--- config.mk ---
export PLATFORM = sky130hd
export DESIGN_NAME = munoc_rchannel_arbiter
export DESIGN_NICKNAME = d
export VERILOG_FILES = /design/src/rtl/munoc_rchannel_arbiter.sv
export SDC_FILE = /design/constraint.sdc
export NUM_CORES = 1
export LEC_CHECK = 0
export ABC_AREA = 1
export CORE_AREA = 3 3 102 104
export CTS_CLUSTER_SIZE = 28
export DETAILED_ROUTE_END_ITERATION = 10
export DIE_AREA = 0 0 105 107
export GPL_ROUTABILITY_DRIVEN = 0
export PLACE_DENSITY = 0.8
export SLEW_MARGIN = 15
export SYNTH_ARGS = -nofsm -noshare
export SYNTH_HDL_FRONTEND = slang
export SYNTH_SLANG_ARGS = --single-unit
--- constraint.sdc ---
create_clock -name clk -period 9.63 [get_ports clk]
set_clock_uncertainty 0.1 [all_clocks]
set_input_delay 1.926 -clock clk [delete_from_list [all_inputs] [get_ports clk]]
set_output_delay 1.926 -clock clk [all_outputs]
set_load 0.01 [all_outputs]
--- src/rtl/munoc_rchannel_arbiter.sv ---
// Round-robin R-channel arbiter with burst lock: one requester owns the link from
// its first accepted beat until its RLAST beat is accepted, so bursts never interleave.
module munoc_rchannel_arbiter #(
  parameter int NUM_REQ     = 4,
  parameter int BW_PAYLOAD  = 48,
  parameter int BW_BEAT_CNT = 8,
  localparam int BW_IDX     = (NUM_REQ > 1) ? $clog2(NUM_REQ) : 1
) (
  input  logic                          clk,
  input  logic                          rstnn,
  input  logic [NUM_REQ-1:0]            rq_valid,
  input  logic [NUM_REQ-1:0]            rq_last,
  input  logic [NUM_REQ*BW_PAYLOAD-1:0] rq_payload,
  output logic [NUM_REQ-1:0]            rq_ready,
  output logic                          rvalid,
  output logic                          rlast,
  output logic [BW_PAYLOAD-1:0]         rpayload,
  input  logic                          rready,
  output logic [BW_IDX-1:0]             grant_idx,
  output logic                          locked,
  output logic [BW_BEAT_CNT-1:0]        beat_cnt
);

  typedef enum logic [0:0] {
    ST_IDLE   = 1'b0,
    ST_LOCKED = 1'b1
  } state_e;

  // NUM_REQ need not be a power of two, so the wrap is an explicit compare.
  function automatic logic [BW_IDX-1:0] wrap_inc(input logic [BW_IDX-1:0] v);
    if (v == BW_IDX'(NUM_REQ - 1)) begin
      return '0;
    end else begin
      return v + BW_IDX'(1);
    end
  endfunction

  state_e                 state_q, state_d;
  logic [BW_IDX-1:0]      rr_ptr_q, rr_ptr_d;
  logic [BW_IDX-1:0]      lock_idx_q, lock_idx_d;
  logic [BW_BEAT_CNT-1:0] beat_cnt_q, beat_cnt_d;
  logic                   rst_done_q, rst_done_d;

  logic [BW_IDX-1:0]      sel_s;
  logic [BW_IDX-1:0]      cand_s;
  logic                   found_s;
  logic                   accept_s;

  // Source selection: forced to 0 until out of reset, lock owner while locked,
  // otherwise the first valid requester at or after rr_ptr.
  always_comb begin
    sel_s   = rr_ptr_q;
    cand_s  = rr_ptr_q;
    found_s = 1'b0;
    if (!rst_done_q) begin
      sel_s = '0;
    end else if (state_q == ST_LOCKED) begin
      sel_s = lock_idx_q;
    end else begin
      for (int k = 0; k < NUM_REQ; k++) begin
        if (!found_s && rq_valid[cand_s]) begin
          sel_s   = cand_s;
          found_s = 1'b1;
        end else begin
          cand_s = wrap_inc(cand_s);
        end
      end
    end
  end

  // Zero-latency link mux; rvalid deliberately ignores rready.
  always_comb begin
    rvalid   = rst_done_q & rq_valid[sel_s];
    rlast    = rq_last[sel_s];
    rpayload = rq_payload[int'(sel_s)*BW_PAYLOAD +: BW_PAYLOAD];
    rq_ready = '0;
    if (rst_done_q) begin
      rq_ready[sel_s] = rready;
    end else begin
      rq_ready = '0;
    end
  end

  assign accept_s  = rvalid & rready;
  assign grant_idx = sel_s;
  assign locked    = (state_q == ST_LOCKED);
  assign beat_cnt  = beat_cnt_q;

  // Burst lock state machine and round-robin pointer update.
  always_comb begin
    state_d    = state_q;
    rr_ptr_d   = rr_ptr_q;
    lock_idx_d = lock_idx_q;
    beat_cnt_d = beat_cnt_q;
    rst_done_d = 1'b1;
    case (state_q)
      ST_IDLE: begin
        if (accept_s && !rlast) begin
          state_d    = ST_LOCKED;
          lock_idx_d = sel_s;
          beat_cnt_d = BW_BEAT_CNT'(1);
        end else if (accept_s) begin
          rr_ptr_d   = wrap_inc(sel_s);
          beat_cnt_d = '0;
        end else begin
          state_d = ST_IDLE;
        end
      end
      ST_LOCKED: begin
        if (accept_s && !rlast) begin
          beat_cnt_d = (beat_cnt_q == '1) ? beat_cnt_q : beat_cnt_q + BW_BEAT_CNT'(1);
        end else if (accept_s) begin
          state_d    = ST_IDLE;
          rr_ptr_d   = wrap_inc(lock_idx_q);
          beat_cnt_d = '0;
        end else begin
          state_d = ST_LOCKED;
        end
      end
      default: begin
        state_d    = ST_IDLE;
        beat_cnt_d = '0;
      end
    endcase
  end

  // State registers; reset abandons any partial burst.
  always_ff @(posedge clk or negedge rstnn) begin
    if (!rstnn) begin
      state_q    <= ST_IDLE;
      rr_ptr_q   <= '0;
      lock_idx_q <= '0;
      beat_cnt_q <= '0;
      rst_done_q <= 1'b0;
    end else begin
      state_q    <= state_d;
      rr_ptr_q   <= rr_ptr_d;
      lock_idx_q <= lock_idx_d;
      beat_cnt_q <= beat_cnt_d;
      rst_done_q <= rst_done_d;
    end
  end

endmodule

==> results of run 1 <==
layout by cell type, fill, tap and decap left out, drive strengths merged, types with 2 or more instances in the layout:
| cell | netlist | final |
|---|---|---|
| o32ai | 48 | 48 |
| a21boi | 3 | 3 |
| dfrtp | 14 | 14 |
| clkdlybuf4s50 | 0 | 267 |
| nand2 | 60 | 60 |
| o21ai | 62 | 62 |
| nand3 | 51 | 51 |
| buf | 18 | 3 |
| nor3 | 2 | 2 |
| nor2 | 160 | 160 |
| xor2 | 6 | 6 |
| nand4 | 3 | 3 |
| or2 | 2 | 2 |
| inv | 38 | 38 |
| clkbuf | 13 | 3 |
| ha | 7 | 7 |
report_power, final:
part,internal (W),switching (W)
clock,0.0000277,0.0000210
combinational,0.00121,0.00148
sequential,0.0000800,0.0000287
total,0.00131,0.00153
tightest hold or removal path, stage by stage, from the launching register on:
cell     delay (ns)
dfrtp_1        0.37
nand2_1        0.06
o21ai_1        0.06
layout make-up:
cell class	instances	area, µm²	area share
timing repair buffer	270	2708	0.4721
tap	133	166.4	0.02901
multi-input combinational	411	2321	0.4047
clock buffer	3	41.29	0.007199
sequential	14	350.3	0.06108
inverter	39	148.9	0.02596
cell families (layout without fill, tap and decap cells):
family          count (synthesis)  after routing  synth area share
simple gates                  280            280            0.4509
compound gates                117            117            0.2830
buf+inv                        70            312           0.09953
flops                          14             14            0.1181
fa+ha+maj                       7              7           0.02952
xor+xnor                        6              6           0.01771
other cells                     1              1          0.001264
metrics by stage:
step                hold WS, ns    util
finish                   0.4251  0.5950
detailed placement       0.4104  0.5907
global placement         0.4038  0.5907
global route             0.4871  0.5950
floorplan                0.3809       -
CTS                      0.4248  0.5950
routing by layer:
layer  wire length (µm)  GRT usage  vias up
met5                  9          0        -
met4                370    0.06279        2
met3               1320    0.05960       28
met2               6994     0.4528      215
met1               5566     0.2824     2035
li1                   -          -     2192
how the worst min path moves through the flow:
stage / from / to / slack, ns / cells past startpoint
2_1_floorplan: lock_idx_q[0]$_DFFE_PN0P_ / lock_idx_q[0]$_DFFE_PN0P_ / 0.38 / 2
3_5_place_dp: lock_idx_q[0]$_DFFE_PN0P_ / lock_idx_q[0]$_DFFE_PN0P_ / 0.41 / 2
3_3_place_gp: lock_idx_q[0]$_DFFE_PN0P_ / lock_idx_q[0]$_DFFE_PN0P_ / 0.40 / 2
6_report: lock_idx_q[0]$_DFFE_PN0P_ / lock_idx_q[0]$_DFFE_PN0P_ / 0.43 / 2
4_1_cts: lock_idx_q[0]$_DFFE_PN0P_ / lock_idx_q[0]$_DFFE_PN0P_ / 0.42 / 2
5_1_grt: lock_idx_q[0]$_DFFE_PN0P_ / lock_idx_q[0]$_DFFE_PN0P_ / 0.49 / 2
==> run_results.csv, run 1 <==
group,metric,value,unit
setup_path,worstSetupEndpointType,"primary output",
setup_path,cp-start-kind,"input port",
synthesis,synth_nets,705,
timing,slew_violations,0,
setup_path,worstReg2RegEnd,"beat_cnt[3]$_DFFE_PN0P_",
placed_design,placed_cells,867,
floorplanning,die_x,105,µm
synthesis,synth_top_area_share,0.1999,
setup_path,ff2ff_path_depth,27,
synthesis,synth_cell_types,38,
clock_network,cts_buffers,3,
timing,setup_viol,0,
power_and_ir_drop,peakVddDrop,0.0003223,V
synthesis,synth_most_common_cell,"nor2_1",
synthesis,synth-edff-count,0,
power_and_ir_drop,power_density,495.8,mW/mm²
detailed_routing,dr_total_vias,4472,
setup_path,reg2reg_from,"rr_ptr_q[0]$_DFFE_PN0P_",
placed_design,place_area,0.005694,mm²
synthesis,synth_common_cells,"nor2_1, o32ai_1, o21ai_0, nand2_1, nand3_1",
synthesis,post-synth-top-area-cell,"nor2_1",
setup_path,path_depth,27,
detailed_routing,drtIter0Drc,227,
setup_path,cp_data_arrival_time,6.66,ns
placed_design,io_buffers,267,
timing,rsz0062_at_grt,"no",
timing,timing.slew.headroom,0.3982,
timing,timing.setup.tns,0,ns
synthesis,synthFlopType,"dfrtp_1",
global_route,grt_usage,0.2452,
floorplanning,dieArea,0.01124,mm²
floorplanning,io_pins,268,
detailed_routing,firstDrtPassIters,5,
setup_path,cp-startpoint,"rq_valid[1]",
clock_network,cts-root-buf,"clkbuf_8",
final_layout,antennaDiodeCount,0,
final_layout,fin_area,0.005736,mm²
setup_path,critPathCapture,"rpayload[2]",
synthesis,async_flop_share,1.000,
clock_network,clk_path_buf_depth,2,
final_layout,drive_above_1_share,0.08412,
final_layout,finalNonFillerCells,870,
timing,max_freq,115.1,MHz
floorplanning,core.rowCount,36,
global_route,first_global_vias,4443,
setup_path,max_stage_delay,0.62,ns
final_layout,synthToLayoutAreaGrowth,93.34,%
global_route,antenna_found_initial,1,
synthesis,yosys_warnings,0,
placed_design,pre_cts_ws,1.067,ns
synthesis,yosysSeqAreaShare,0.1181,
timing,fin_crit_sh,0.9019,
setup_path,cp.required,7.60,ns
worst_hold_path,hp-class,"flip-flop to flip-flop",
detailed_routing,drtAntennaViolNets,0,
setup_path,cp_top_family,"simple AND/OR/NAND/NOR gates",
clock_network,cts_resized,0,
global_route,grt_max_degree,103,
clock_network,cts.clk_slew.worst_paths,0.06,ns
final_layout,nFillCells,912,
final_layout,nets,949,
setup_path,crit_path_top_delay_cell,"clkdlybuf4s50_1",
clock_network,insertion_delay,0.24,ns
placed_design,dp_hpwl,11560,µm
status,status,"finished clean",
floorplanning,core_area,0.009639,mm²
timing,finalWorstSetupSlack,0.9448,ns
setup_path,crit_top_cell,"nand2_2",
power_and_ir_drop,p_leak,2.304,nW
timing,tightest_slew,0.9026,ns
synthesis,yosys-top-cells-area,"nor2_1, o32ai_1, dfrtp_1, o21ai_0, nand3_1",
floorplanning,die-height,107,µm
detailed_routing,drc,0,
synthesis,ys_ff_latch,14,
synthesis,syn_area_per_cell,5.993,µm²
clock_network,ctsHoldBuffers,0,
timing,hold_viol_final,0,
floorplanning,start_util,0.3078,
clock_network,clkSinkCount,14,
detailed_routing,wire_per_inst,16.39,µm
clock_network,cts_setup_buffers,0,
setup_path,path_class,"input port to primary output",
clock_network,htree_num_levels,1,
detailed_routing,wl,14260,µm
global_route,globalRouteOverflowTotal,0,
clock_network,cts_tree,"done",
synthesis,netlist_area,0.002967,mm²
timing,post-route-min-period,8.685,ns
setup_path,r2r_slack,5.23,ns
run,max_cap_violations,0,
setup_path,critPathMaxFanout,97,
power_and_ir_drop,power,0.002844,W
global_route,grt_pass1_wl,22670,µm
setup_path,critPathBufInv,6,
synthesis,synthCells,495,
detailed_routing,via_per_inst,5.140,
Note: power is estimated with default switching activity, not from simulation.
==> inputs of run 2 (changes only) <==
- CORE_AREA: 3 3 102 104 -> 3 3 104 106
- DIE_AREA: 0 0 105 107 -> 0 0 107 109
- PLACE_DENSITY: 0.8 -> 0.77
- clock period: 9.63 -> 8.6 ns (I/O delays scaled with it)
==> run 2 against run 1 <==
  * Clock-buffer cell count grew 1
  * Sequential cell count unchanged
  * Global-route usage decreased by 1.0 points
  * Final cell count is 0.46% higher
  * Combinational power up 13%
  * Highest routed layer is now met4
==> run_results.csv, run 2 (synthesized netlist as in run 1, its figures left out) <==
group,metric,value,unit
timing,setup_viol,0,
timing,rsz0062_at_grt,"no",
timing,max_freq,123.4,MHz
clock_network,clk_path_buf_depth,2,
setup_path,max_stage_delay,0.62,ns
setup_path,critPathMaxFanout,102,
power_and_ir_drop,peakVddDrop,0.0003613,V
placed_design,dp_hpwl,11640,µm
floorplanning,dieArea,0.01166,mm²
setup_path,reg2reg_from,"rr_ptr_q[0]$_DFFE_PN0P_",
setup_path,worstReg2RegEnd,"beat_cnt[2]$_DFFE_PN0P_",
timing,slew_violations,0,
timing,timing.slew.headroom,0.3961,
floorplanning,core.rowCount,36,
global_route,globalRouteOverflowTotal,0,
detailed_routing,via_per_inst,5.046,
setup_path,path_depth,27,
clock_network,cts-root-buf,"clkbuf_8",
detailed_routing,wire_per_inst,16.51,µm
floorplanning,io_pins,268,
detailed_routing,drtIter0Drc,261,
setup_path,critPathCapture,"rq_ready[3]",
clock_network,cts_tree,"done",
clock_network,ctsHoldBuffers,0,
setup_path,cp-startpoint,"rq_valid[0]",
timing,post-route-min-period,8.102,ns
timing,fin_hold_ws,0.4187,ns
worst_hold_path,hp-class,"flip-flop to flip-flop",
final_layout,synthToLayoutAreaGrowth,94.81,%
timing,timing.setup.tns,0,ns
floorplanning,die-height,109,µm
setup_path,cp-start-kind,"input port",
detailed_routing,drtAntennaViolNets,0,
clock_network,cts.clk_slew.worst_paths,0.06,ns
floorplanning,die_x,107,µm
status,status,"finished clean",
floorplanning,core_area,0.009864,mm²
power_and_ir_drop,power_density,557.5,mW/mm²
global_route,first_global_vias,4300,
clock_network,cts_setup_buffers,0,
global_route,grt_usage,0.2352,
power_and_ir_drop,power,0.003222,W
detailed_routing,wl,14430,µm
placed_design,place_area,0.005722,mm²
final_layout,nFillCells,907,
clock_network,cts_resized,0,
detailed_routing,drc,0,
final_layout,layout_commonest_cell,"clkdlybuf4s50_1",
final_layout,fin_area,0.005779,mm²
final_layout,mostFrequentLayoutCells,"clkdlybuf4s50_1, nor2_1, o32ai_1",
placed_design,io_buffers,267,
detailed_routing,firstDrtPassIters,4,
setup_path,crit_path_top_delay_cell,"inv_4",
setup_path,r2r_slack,4.10,ns
setup_path,path_class,"input port to primary output",
setup_path,cp_data_arrival_time,6.28,ns
setup_path,ff2ff_path_depth,27,
setup_path,cp.required,6.78,ns
clock_network,htree_num_levels,1,
global_route,grt_pass1_wl,22010,µm
final_layout,nets,951,
run,max_cap_violations,0,
final_layout,utilization,0.5859,
clock_network,cts_buffers,3,
setup_path,critPathBufInv,6,
setup_path,cp_top_family,"buffers and inverters",
timing,hold_viol_final,0,
power_and_ir_drop,p_leak,2.328,nW
setup_path,worstSetupEndpointType,"primary output",
global_route,antenna_found_initial,1,
final_layout,drive_above_1_share,0.08784,
detailed_routing,dr_total_vias,4410,
timing,fin_crit_sh,0.9421,
floorplanning,start_util,0.3007,
clock_network,clkSinkCount,14,
timing,tightest_slew,0.9058,ns
global_route,grt_max_degree,107,
clock_network,insertion_delay,0.25,ns
==> run 2: worst min-delay path: stages, from the launching register on <==
cell	delay, ns
dfrtp_1	0.36
nand2_1	0.06
o21ai_1	0.06
==> run 2: layer usage <==
metal	share of wire	up-vias	wire length, µm	track usage
met5	0	-	0	0
met4	0.033	0	471	0.08037
met3	0.098	28	1416	0.07282
met2	0.49	207	7093	0.4339
met1	0.38	1980	5449	0.2549
li1	-	2195	-	-
==> run 2: through the flow <==
stage	cells	setup slack, ns
after floorplan	495	2.208
after global placement	869	0.6974
after detailed placement	869	0.5280
after CTS	873	0.5145
after global routing	874	0.05664
final	874	0.4981
==> run 2: where the power goes <==
part | internal [W] | total, W | switching [W]
registers | 0.0000895 | 0.000123 | 0.0000333
logic | 0.00138 | 0.00303 | 0.00166
clock network | 0.0000407 | 0.0000664 | 0.0000257
==> run 2: cell type report <==
class                      instances  area, µm²  share of cell area
timing repair buffer             272       2735              0.4733
multi-input combinational        411       2321              0.4016
sequential                        14      350.3             0.06062
tap                              133      166.4             0.02879
inverter                          39      148.9             0.02576
clock buffer                       4      55.05            0.009526
antenna                            1      2.502           0.0004330
==> run 2: worst min path at each step <==
| stage | startpoint | endpoint | cells after the start |
|---|---|---|---|
| final | lock_idx_q[0]$_DFFE_PN0P_ | lock_idx_q[0]$_DFFE_PN0P_ | 2 |
| after global routing | lock_idx_q[0]$_DFFE_PN0P_ | lock_idx_q[0]$_DFFE_PN0P_ | 2 |
| after CTS | lock_idx_q[0]$_DFFE_PN0P_ | lock_idx_q[0]$_DFFE_PN0P_ | 2 |
| after detailed placement | lock_idx_q[0]$_DFFE_PN0P_ | lock_idx_q[0]$_DFFE_PN0P_ | 2 |
| after global placement | lock_idx_q[0]$_DFFE_PN0P_ | lock_idx_q[0]$_DFFE_PN0P_ | 2 |
| after floorplan | lock_idx_q[0]$_DFFE_PN0P_ | lock_idx_q[0]$_DFFE_PN0P_ | 2 |
==> inputs of run 3 (changes only) <==
- RECOVER_POWER: unset -> 50
==> run 3 against run 2 <==
  * Utilization fell by 0.38 points
  * Sequential share of layout area about the same
  * Combinational power is 2% lower
  * Final cell count stayed put
  * Fmax decreased by 0.28%
  * Non-clock buffer count unchanged
  * Critical endpoint is now rlast
  * Largest power group unchanged
==> run_results.csv, run 3 (synthesized netlist as in run 1, its figures left out) <==
group,metric,value,unit
worst_hold_path,hp-class,"flip-flop to flip-flop",
placed_design,io_buffers,267,
timing,max_freq,123.1,MHz
clock_network,ctsHoldBuffers,0,
setup_path,crit_top_cell,"nand2_1",
power_and_ir_drop,p_switching,0.001697,W
power_and_ir_drop,netSwitchingFraction,0.5364,
clock_network,cts-root-buf,"clkbuf_8",
power_and_ir_drop,combPwrFrac,0.941,
global_route,grt_max_degree,107,
status,status,"finished clean",
clock_network,htree_num_levels,1,
placed_design,pre_cts_ws,0.5280,ns
floorplanning,die-height,109,µm
clock_network,cts_buffers,3,
final_layout,layout_commonest_cell,"clkdlybuf4s50_1",
floorplanning,start_util,0.3007,
final_layout,synthToLayoutAreaGrowth,93.55,%
setup_path,cp.required,6.78,ns
clock_network,cts_resized,0,
global_route,first_global_vias,4300,
global_route,met2_usage,0.4339,
final_layout,fin_area,0.005742,mm²
run,max_cap_violations,0,
clock_network,cts_tree,"done",
timing,post-route-min-period,8.125,ns
setup_path,cp_data_arrival_time,6.30,ns
setup_path,critPathMaxFanout,102,
power_and_ir_drop,p_leak,2.354,nW
final_layout,drive_above_1_share,0.08108,
clock_network,cts.clk_slew.worst_paths,0.06,ns
placed_design,dp_hpwl,11640,µm
timing,rsz0062_at_grt,"no",
global_route,use_met1,0.2549,
global_route,globalRouteOverflowTotal,0,
detailed_routing,drtAntennaViolNets,0,
setup_path,r2r_slack,3.84,ns
detailed_routing,drc,0,
global_route,grt_pass1_wl,22010,µm
timing,timing.setup.tns,0,ns
timing,slew_violations,0,
floorplanning,core.rowCount,36,
power_and_ir_drop,peakVddDrop,0.0003487,V
setup_path,worstSetupEndpointType,"primary output",
power_and_ir_drop,power_density,551.0,mW/mm²
clock_network,cts_setup_buffers,0,
clock_network,clk_path_buf_depth,2,
timing,hold_viol_final,0,
detailed_routing,dr_total_vias,4418,
detailed_routing,via_per_inst,5.055,
floorplanning,die_x,107,µm
power_and_ir_drop,p_clk_frac,0.021,
timing,setup_viol,0,
clock_network,insertion_delay,0.25,ns
floorplanning,core_area,0.009864,mm²
detailed_routing,wl,14440,µm
placed_design,place_area,0.005722,mm²
final_layout,nFillCells,913,
clock_network,clkSinkCount,14,
timing,finalWorstSetupSlack,0.4751,ns
timing,tightest_slew,0.8901,ns
timing,fin_crit_sh,0.9448,
power_and_ir_drop,intPower,0.001467,W
final_layout,utilization,0.5821,
setup_path,cp-start-kind,"input port",
floorplanning,io_pins,268,
detailed_routing,firstDrtPassIters,4,
global_route,met3_usage,0.07282,
global_route,antenna_found_initial,1,
final_layout,mostFrequentLayoutCells,"clkdlybuf4s50_1, nor2_1, o32ai_1",
setup_path,max_stage_delay,0.61,ns
detailed_routing,wire_per_inst,16.52,µm
global_route,grt_usage,0.2352,
setup_path,path_class,"input port to primary output",
final_layout,nets,951,
global_route,top_usage_layer,"met2",
floorplanning,dieArea,0.01166,mm²
power_and_ir_drop,p_seq_frac,0.038,
detailed_routing,drtIter0Drc,276,
setup_path,crit_path_top_delay_cell,"inv_4",
timing,timing.slew.headroom,0.4066,
[run 3: layer usage]
metal	part of all wire	wire [µm]
met2	0.49	7116
met4	0.033	479
met5	0	0
met1	0.38	5435
met3	0.097	1404
[run 3: power by group through the flow]
stage               Combinational [W]  Sequential (W)  Clock (W)
floorplan                     0.00181        0.000123          0
global placement              0.00299        0.000121          0
detailed placement            0.00303        0.000123          0
CTS                           0.00305        0.000122  0.0000682
global route                  0.00326        0.000126  0.0000705
finish                        0.00298        0.000122  0.0000662
[run 3: area by class of cell]
| type | count | area (µm²) | area share |
|---|---|---|---|
| Timing Repair Buffer | 272 | 2726 | 0.4748 |
| Tap cell | 133 | 166.4 | 0.02898 |
| Sequential cell | 14 | 350.3 | 0.06102 |
| Multi-Input combinational cell | 411 | 2292 | 0.3992 |
| Antenna cell | 1 | 2.502 | 0.0004358 |
| Inverter | 39 | 148.9 | 0.02593 |
| Clock buffer | 4 | 55.05 | 0.009588 |
[run 3: path summary, 6_finish.rpt]
path                                      startpoint                         to  cells past startpoint
setup / recovery                         rq_valid[0]                      rlast                     27
hold / removal             lock_idx_q[0]$_DFFE_PN0P_  lock_idx_q[0]$_DFFE_PN0P_                      2
setup reg to reg             rr_ptr_q[0]$_DFFE_PN0P_    beat_cnt[3]$_DFFE_PN0P_                     28
hold reg to reg            lock_idx_q[0]$_DFFE_PN0P_  lock_idx_q[0]$_DFFE_PN0P_                      2
max in group asynchronous                      rstnn    beat_cnt[4]$_DFFE_PN0P_                      1
min in group asynchronous                      rstnn    beat_cnt[7]$_DFFE_PN0P_                      1
[run 3: metrics by stage]
| stage | total power, W | std cells | hold slack [ns] |
|---|---|---|---|
| floorplan | 0.001932 | 495 | 0.3809 |
| global placement | 0.003113 | 869 | 0.3943 |
| detailed placement | 0.003157 | 869 | 0.4037 |
| CTS | 0.003242 | 873 | 0.4202 |
| global route | 0.003453 | 874 | 0.4436 |
| finish | 0.003164 | 874 | 0.4169 |
[run 3: worst max-delay path, delay by kind of cell]
| family | cells | cell delay [ns] |
|---|---|---|
| buffers and inverters | 6 | 2.12 |
| and+or+nand+nor | 20 | 2.27 |
| adders and majority gates | 1 | 0.16 |
